[src/rtl/seq_pattern_tx.sv]
// seq_pattern_tx: MSB-first serial pattern transmitter with repeats; `define SEQ_TX_PREAMBLE_EN prefixes each frame with 1011
module seq_pattern_tx #(
    parameter int DATA_W = 8,
    parameter int CNT_W  = 4,
    parameter int REP_W  = 4
) (
    input  logic              clk,
    input  logic              reset,
    input  logic              start,
    input  logic [DATA_W-1:0] pattern,
    input  logic [CNT_W-1:0]  nbits,
    input  logic [REP_W-1:0]  reps,
    output logic              out_bit,
    output logic              bit_valid,
    output logic              busy,
    output logic              done
);
    localparam logic [1:0] IDLE  = 2'd0;
    localparam logic [1:0] PRE   = 2'd1;
    localparam logic [1:0] SHIFT = 2'd2;
    localparam logic [1:0] GAP   = 2'd3;
    localparam logic [CNT_W-1:0] FULL = CNT_W'(DATA_W);
`ifdef SEQ_TX_PREAMBLE_EN
    localparam logic [1:0] FIRST = PRE;
`else
    localparam logic [1:0] FIRST = SHIFT;
`endif
    logic [1:0]        state_q, state_d;
    logic [DATA_W-1:0] pat_q, pat_d, sr_q, sr_d;
    logic [CNT_W-1:0]  cnt_q, cnt_d, nb_q, nb_d;
    logic [REP_W-1:0]  rep_q, rep_d;
    logic              out_bit_q, out_bit_d, bit_valid_q, bit_valid_d;
    logic              busy_q, busy_d, done_q, done_d;
`ifdef SEQ_TX_PREAMBLE_EN
    logic [1:0]        pre_q, pre_d;
`endif
    // State and counters describe the bit being driven in the same cycle as they are held.
    always_comb begin
        state_d = state_q;
        pat_d   = pat_q;
        sr_d    = sr_q;
        cnt_d   = cnt_q;
        nb_d    = nb_q;
        rep_d   = rep_q;
        done_d  = 1'b0;
`ifdef SEQ_TX_PREAMBLE_EN
        pre_d   = pre_q;
`endif
        case (state_q)
            IDLE: if (start) begin
                pat_d   = pattern;
                sr_d    = pattern;
                nb_d    = (nbits == '0 || nbits > FULL) ? FULL : nbits;
                rep_d   = reps;
                cnt_d   = CNT_W'(1);
                state_d = FIRST;
`ifdef SEQ_TX_PREAMBLE_EN
                pre_d   = 2'd0;
`endif
            end
`ifdef SEQ_TX_PREAMBLE_EN
            PRE: begin
                pre_d   = pre_q + 2'd1;
                state_d = (pre_q == 2'd3) ? SHIFT : PRE;
            end
`endif
            SHIFT: if (cnt_q == nb_q) begin
                state_d = (rep_q != '0) ? GAP : IDLE;
                done_d  = (rep_q == '0);
            end else begin
                sr_d  = sr_q << 1;
                cnt_d = cnt_q + CNT_W'(1);
            end
            GAP: begin
                sr_d    = pat_q;
                cnt_d   = CNT_W'(1);
                rep_d   = rep_q - REP_W'(1);
                state_d = FIRST;
`ifdef SEQ_TX_PREAMBLE_EN
                pre_d   = 2'd0;
`endif
            end
            default: state_d = IDLE;
        endcase
        bit_valid_d = (state_d == PRE) || (state_d == SHIFT);
        busy_d      = (state_d != IDLE);
`ifdef SEQ_TX_PREAMBLE_EN
        out_bit_d   = (state_d == SHIFT) ? sr_d[DATA_W-1] : (state_d == PRE) ? (pre_d != 2'd1) : 1'b0;
`else
        out_bit_d   = (state_d == SHIFT) & sr_d[DATA_W-1];
`endif
    end
    always_ff @(posedge clk) begin
        if (reset) begin
            state_q     <= IDLE;
            pat_q       <= '0;
            sr_q        <= '0;
            cnt_q       <= '0;
            nb_q        <= '0;
            rep_q       <= '0;
            out_bit_q   <= 1'b0;
            bit_valid_q <= 1'b0;
            busy_q      <= 1'b0;
            done_q      <= 1'b0;
`ifdef SEQ_TX_PREAMBLE_EN
            pre_q       <= '0;
`endif
        end else begin
            state_q     <= state_d;
            pat_q       <= pat_d;
            sr_q        <= sr_d;
            cnt_q       <= cnt_d;
            nb_q        <= nb_d;
            rep_q       <= rep_d;
            out_bit_q   <= out_bit_d;
            bit_valid_q <= bit_valid_d;
            busy_q      <= busy_d;
            done_q      <= done_d;
`ifdef SEQ_TX_PREAMBLE_EN
            pre_q       <= pre_d;
`endif
        end
    end
    assign out_bit   = out_bit_q;
    assign bit_valid = bit_valid_q;
    assign busy      = busy_q;
    assign done      = done_q;
endmodule

[config.mk]
export PLATFORM = sky130hd
export DESIGN_NAME = seq_pattern_tx
export DESIGN_NICKNAME = d
export VERILOG_FILES = /design/src/rtl/seq_pattern_tx.sv
export SDC_FILE = /design/constraint.sdc
export NUM_CORES = 1
export LEC_CHECK = 0
export BUFFER_PORTS_ARGS = -buffer_cell sky130_fd_sc_hd__buf_2
export CELL_PAD_IN_SITES_DETAIL_PLACEMENT = 0
export CELL_PAD_IN_SITES_GLOBAL_PLACEMENT = 1
export CORE_ASPECT_RATIO = 0.9
export CORE_MARGIN = 3
export CORE_UTILIZATION = 40
export CTS_CLUSTER_DIAMETER = 60
export CTS_CLUSTER_SIZE = 10
export DETAILED_ROUTE_END_ITERATION = 12
export HOLD_SLACK_MARGIN = 0.02
export PLACE_DENSITY_LB_ADDON = 0.25
export SLEW_MARGIN = 20
export SYNTH_ARGS = -nofsm -noshare
export SYNTH_HDL_FRONTEND = slang
export SYNTH_SLANG_ARGS = --single-unit
export TNS_END_PERCENT = 20
[constraint.sdc]
create_clock -name clk -period 3.86 [get_ports clk]
set_clock_uncertainty 0.1 [all_clocks]
set_input_delay 0.386 -clock clk [delete_from_list [all_inputs] [get_ports clk]]
set_output_delay 0.386 -clock clk [all_outputs]
set_load 0.1 [all_outputs]
==> reports/metrics.yaml, run 1 <==
status:
  status: "finished, final reports clean"
detailed_routing:
  vias_per_cell: 5.50
  wl_um: 3870
  postRouteAntennaNets: 0
  wl_per_cell_um: 14.3
  drtIter0Drc: 73
  vias: 1491
  dr.pass1.iters: 5
  drcViolationCount: 0
placement:
  placedCellCount: 264
  dp_hpwl_um: 2720
  portBuffers: 22
  dp_slack_ns: 1.56
  routabilityCongestion: 0.796
clock_network:
  cts_buffers: 5
  ctsRootBufferMaster: "clkbuf_8"
  clock_path_buffers: 2
  hold_buffers: 0
  postCtsSetupRepairBufs: 0
  cts_resized: 0
  clkTransAtPathRegs_ns: 0.06
  insertion_delay_ns: 0.28
  h-tree-depth: 2
  clock-sinks: 34
  cts_tree: "built"
critical_path:
  crit_family: "simple AND/OR/NAND/NOR gates"
  worst_setup_path_start_kind: "flop"
  crit_type: "reg2reg"
  reg2reg_slack_ns: 1.56
  slowest_delay_ns: 0.59
  crit_chain: "xor2_1, or4_4, or3_4, a21oi_1, ha_1, nor2b_1"
  crit_fanout: 5
  crit_path_top_delay_cell: "or4_4"
  end_kind: "flop"
  crit_buf_inv: 0
  worstPathArrival_ns: 2.35
  cp.required_ns: 3.91
global_route:
  grt_max_degree: 28
  antenna_found_initial: 0
  gr-total-overflow: 0
  grt_pass1_wl_um: 6390
  grt_pass1_vias: 1330
  grt.total_usage_pct: 16.9
timing:
  hold_ws_ns: 0.250
  setup_violations: 0
  fmax_mhz: 434
  min_period_ns: 2.30
  rsz0062_at_grt: "false"
  slew_viol_final: 0
  maxSlewHeadroom_pct: 62.5
  layout_setup_ws_ns: 1.56
  fin_setup_tns_ns: 0
  hold_violations: 0
  timing.final.crit_share_pct: 59.7
  worst_pin_slew_ns: 0.561
power_and_ir_drop:
  powerDensity_nw_per_um2: 460
  totalPowerFinal_uw: 869
  irDropWorstVdd_mv: 0.219
  p_leak_nw: 0.781
logic_synthesis:
  synth_area_per_cell_um2: 8.08
  synthTopCellsByArea: "dfxtp_1, nand2_1, a21oi_1"
  ys_seq_elements: 34
  synth-warning-count: 0
  ys_types: 44
  synthCells: 208
  ys_seq_area_share_pct: 40.5
  synth-edff-count: 0
  yosysTopAreaCellShare_pct: 40.5
  yosysTopAreaCell: "dfxtp_1"
  synth_ff_type: "dfxtp_1"
  synthArstFlopShare_pct: 0
  syn-num-nets: 231
  syn_area_um2: 1680
cells_and_area:
  syn_to_final_growth_pct: 12.4
  final_cells: 271
  nets: 248
  n_antenna_cell: 0
  drive_gt1_share_pct: 16.4
  fill_cells: 404
floorplan:
  core.rowCount: 21
  core_um2: 3890
  initial_utilization_pct: 43.2
  die_area_um2: 5020
  die_x_um: 74.3
  die_h_um: 67.5
  io_pins: 23
run:
  drv_cap: 0
min_path:
  hold_path_class: "in2reg"
==> placed cells by master, fill, tap and decap left out, drive strengths merged, types with 6 or more instances in the layout <==
master   n
inv     18
a221oi   6
dfxtp   34
clkbuf   7
a21oi   20
nand2   29
o22ai    8
o221ai   6
nor2    15
buf     24
==> metal layers <==
metal | vias up | wire length [um] | global-route usage [%]
li1 | 769 | - | -
met1 | 681 | 2030 | 23.9
met2 | 36 | 1600 | 25.1
met3 | 5 | 191 | 4.02
met4 | 0 | 45 | 6.00
met5 | - | 0 | 0
==> state kept, by name, summed over array words and instances, names as in the netlist <==
| name | count |
|---|---|
| done | 1 |
| rep_q | 4 |
| busy | 1 |
| pat_q | 8 |
| nb_q | 4 |
| sr_q | 8 |
| state_q | 2 |
| out_bit | 1 |
| bit_valid | 1 |
| cnt_q | 4 |
==> report_power, final <==
group | leakage [nW] | internal [mW] | switching, mW
logic | 0.463 | 0.0797 | 0.140
clock network | 0.0383 | 0.124 | 0.114
registers | 0.279 | 0.385 | 0.0273
==> through the flow <==
step           cell area, um^2  utilization, %
2_1_floorplan             1680               -
3_3_place_gp              1810            46.7
4_1_cts                   1890            48.6
6_report                  1890            48.6
5_1_grt                   1890            48.6
3_5_place_dp              1810            46.7
==> synth_stat cells (all sizes together) (3+ instances only) <==
cell type,instances
a211oi,5
a21oi,20
a221oi,6
buf,5
clkbuf,9
dfxtp,34
ha,4
inv,18
nand2,29
nand3,4
nand3b,3
nor2,15
nor3,3
o221ai,6
o22ai,8
xor2,4
==> layout make-up <==
cell class / count / area [um^2] / area share, %
sequential: 34 / 681 / 36.0
multi-input combinational: 141 / 880 / 46.5
timing repair buffer: 24 / 125 / 6.62
clock buffer: 7 / 76.3 / 4.04
inverter: 19 / 71.3 / 3.77
tap: 46 / 57.6 / 3.04
==> worst reg2reg max path: stages (launching register included) <==
cell     delay, ns
dfxtp_1       0.35
xor2_1        0.19
or4_4         0.59
or3_4         0.40
a21oi_1       0.18
ha_1          0.24
nor2b_1       0.12
==> path summary, 6_finish.rpt <==
kind,end,startpoint,cells after the start
worst min-delay path,rep_q[3],reps[3],3
worst max-delay path,bit_valid,cnt_q[1],6
worst max register to register,bit_valid,cnt_q[1],6
worst min register to register,nb_q[1],nb_q[1],2
==> cells by family (layout without fill, tap and decap cells) <==
logic type / count (synthesis) / after routing / share of synthesized area, %
AOI/OAI and AO/OA: 62 / 62 / 25.2
adders and majority gates: 4 / 4 / 2.98
and+or+nand+nor: 67 / 67 / 19.2
buffers and inverters: 33 / 50 / 7.59
xor gates and xnor gates: 4 / 4 / 2.08
DFF: 34 / 34 / 40.5
muxes: 4 / 4 / 2.53
No activity file was read; power rests on OpenSTA's default activity.
==> inputs of run 2 (changes only) <==
ABC_AREA = 1   (was unset)
clock period = 2.25 ns   (was 3.86 ns; I/O delays follow)
==> reports/metrics.yaml, run 2 <==
timing:
  fin_setup_tns_ns: 0
  rsz0062_at_grt: "false"
  maxSlewHeadroom_pct: 67.9
  fmax_mhz: 552
  setup_violations: 0
  timing.final.crit_share_pct: 80.4
  min_period_ns: 1.81
  worst_pin_slew_ns: 0.485
  hold_violations: 0
  slew_viol_final: 0
logic_synthesis:
  synthTopCellsByCount: "inv_1, dfxtp_1, nand2_1, a21oi_1, nor2_1"
  syn-num-nets: 253
  ys_types: 27
  synth-warning-count: 0
  syn_area_um2: 1680
  ys_seq_area_share_pct: 40.5
  synthCells: 230
  synth_area_per_cell_um2: 7.31
  synth-edff-count: 0
  synth_ff_type: "dfxtp_1"
  synthArstFlopShare_pct: 0
  synth.most_common_cell: "inv_1"
  synthTopCellsByArea: "dfxtp_1, a21oi_1, inv_1"
  yosysTopAreaCellShare_pct: 40.5
  yosysTopAreaCell: "dfxtp_1"
  ys_seq_elements: 34
clock_network:
  postCtsSetupRepairBufs: 0
  cts_buffers: 5
  ctsRootBufferMaster: "clkbuf_8"
  h-tree-depth: 2
  cts_resized: 0
  clock-sinks: 34
  clkTransAtPathRegs_ns: 0.07
  clock_path_buffers: 2
  hold_buffers: 0
  cts_tree: "built"
  insertion_delay_ns: 0.29
power_and_ir_drop:
  powerDensity_nw_per_um2: 807
  switching_share_pct: 31.1
  power_frac_seq_pct: 43.8
  p_int_mw: 1.07
  p_leak_nw: 0.883
  clkPwrFrac_pct: 34.1
  comb_power_share_pct: 22.2
  irDropWorstVdd_mv: 0.392
  power.switching_uw: 481
detailed_routing:
  drcViolationCount: 0
  wl_um: 3310
  dr.pass1.iters: 4
  vias: 1398
  wirelength_met1_um: 1700
  route.met3.wl_um: 115
  highest_layer: "met4"
  drtIter0Drc: 52
  wl_per_cell_um: 11.0
  postRouteAntennaNets: 0
  vias_per_cell: 4.64
  wl_met2_um: 1450
global_route:
  grt_pass1_wl_um: 5600
  antenna_found_initial: 0
  gr-total-overflow: 0
  grt_pass1_vias: 1281
  grt_max_degree: 17
  grt.total_usage_pct: 15.0
critical_path:
  cp.required_ns: 2.32
  end_kind: "flop"
  reg2reg_slack_ns: 0.44
  worst_setup_path_start_kind: "flop"
  worstPathArrival_ns: 1.88
  crit_type: "reg2reg"
  crit_fanout: 12
cells_and_area:
  syn_to_final_growth_pct: 14.3
  n_antenna_cell: 0
  nets: 277
  mostFrequentLayoutCell: "inv_1"
  drive_gt1_share_pct: 20.8
  reg_top3: "pat_q: 8 flops, sr_q: 8 flops"
  fin_area_um2: 1920
  final_cell_mix: "inv_1, dfxtp_1, nand2_1, nor2_1, a21oi_1"
placement:
  portBuffers: 22
  routabilityCongestion: 0.752
  dpl_cell_area_um2: 1810
  dp_hpwl_um: 2360
floorplan:
  initial_utilization_pct: 43.2
  io_pins: 23
  core_um2: 3890
  core.rowCount: 21
  die_h_um: 67.5
  die_area_um2: 5020
  die_x_um: 74.3
status:
  status: "finished, final reports clean"
min_path:
  hold_path_class: "in2reg"
run:
  drv_cap: 0
## run 2: cell types whose count changed after synthesis, moves of 7 or more
cell	before	now
inv_1	18	35
nand3_1	4	12
nand2_2	0	7
nor2_1	15	28
a21oi_1	20	28
o21ai_0	2	10
## run 2: cells by family (layout without fill, tap and decap cells)
kind of cell	after synthesis	count (layout)	synth area share, %
simple gates	95	95	27.0
flops	34	34	40.5
buf+inv	46	71	12.1
xor+xnor	3	3	1.56
compound gates	48	48	15.9
fa+ha+maj	4	4	2.98
## run 2: layout make-up
class	count	area (um^2)
flip-flops and latches	34	681
clock buffers	8	110
multi-input cells	150	797
repair buffers	25	133
well taps	46	57.6
fillers	407	1970
inverters	38	143
## run 2: path summary, 6_finish.rpt
kind,start,endpoint,depth (start not counted)
setup / recovery,cnt_q[0],bit_valid,11
hold / removal,nbits[3],nb_q[3],3
setup reg to reg,cnt_q[0],bit_valid,11
hold reg to reg,sr_q[5],sr_q[5],2
## run 2: stage by stage
step / hold WS [ns] / util, % / cells / setup slack (ns) / power (mW)
3_3_place_gp: 0.357 / 46.6 / 293 / 0.481 / 1.04
4_1_cts: 0.110 / 49.4 / 301 / 0.426 / 1.57
2_1_floorplan: 0.277 / - / 230 / 0.698 / 0.980
5_1_grt: 0.138 / 49.4 / 301 / 0.180 / 1.64
3_5_place_dp: 0.358 / 46.6 / 293 / 0.443 / 1.04
6_report: 0.110 / 49.4 / 301 / 0.440 / 1.55
## run 2: critical path: stages (launching register included)
cell     delay (ns)
dfxtp_1        0.41
inv_2          0.05
nand2_1        0.05
nand2_1        0.08
nor2_4         0.14
nand2_2        0.19
o21ai_0        0.20
nand2_1        0.09
inv_1          0.08
ha_1           0.22
inv_1          0.05
nor2_1         0.03
## run 2: layer usage
layer	up-vias	global-route usage, %
met2	16	23.8
met4	0	6.00
li1	776	-
met3	4	5.95
met5	-	0
met1	602	18.3
## run 2: power by group through the flow
stage / sequential (mW) / clock, mW / combinational, mW
6_report: 0.678 / 0.527 / 0.343
2_1_floorplan: 0.741 / 0 / 0.239
4_1_cts: 0.678 / 0.541 / 0.346
5_1_grt: 0.685 / 0.569 / 0.388
3_3_place_gp: 0.691 / 0 / 0.345
3_5_place_dp: 0.692 / 0 / 0.343
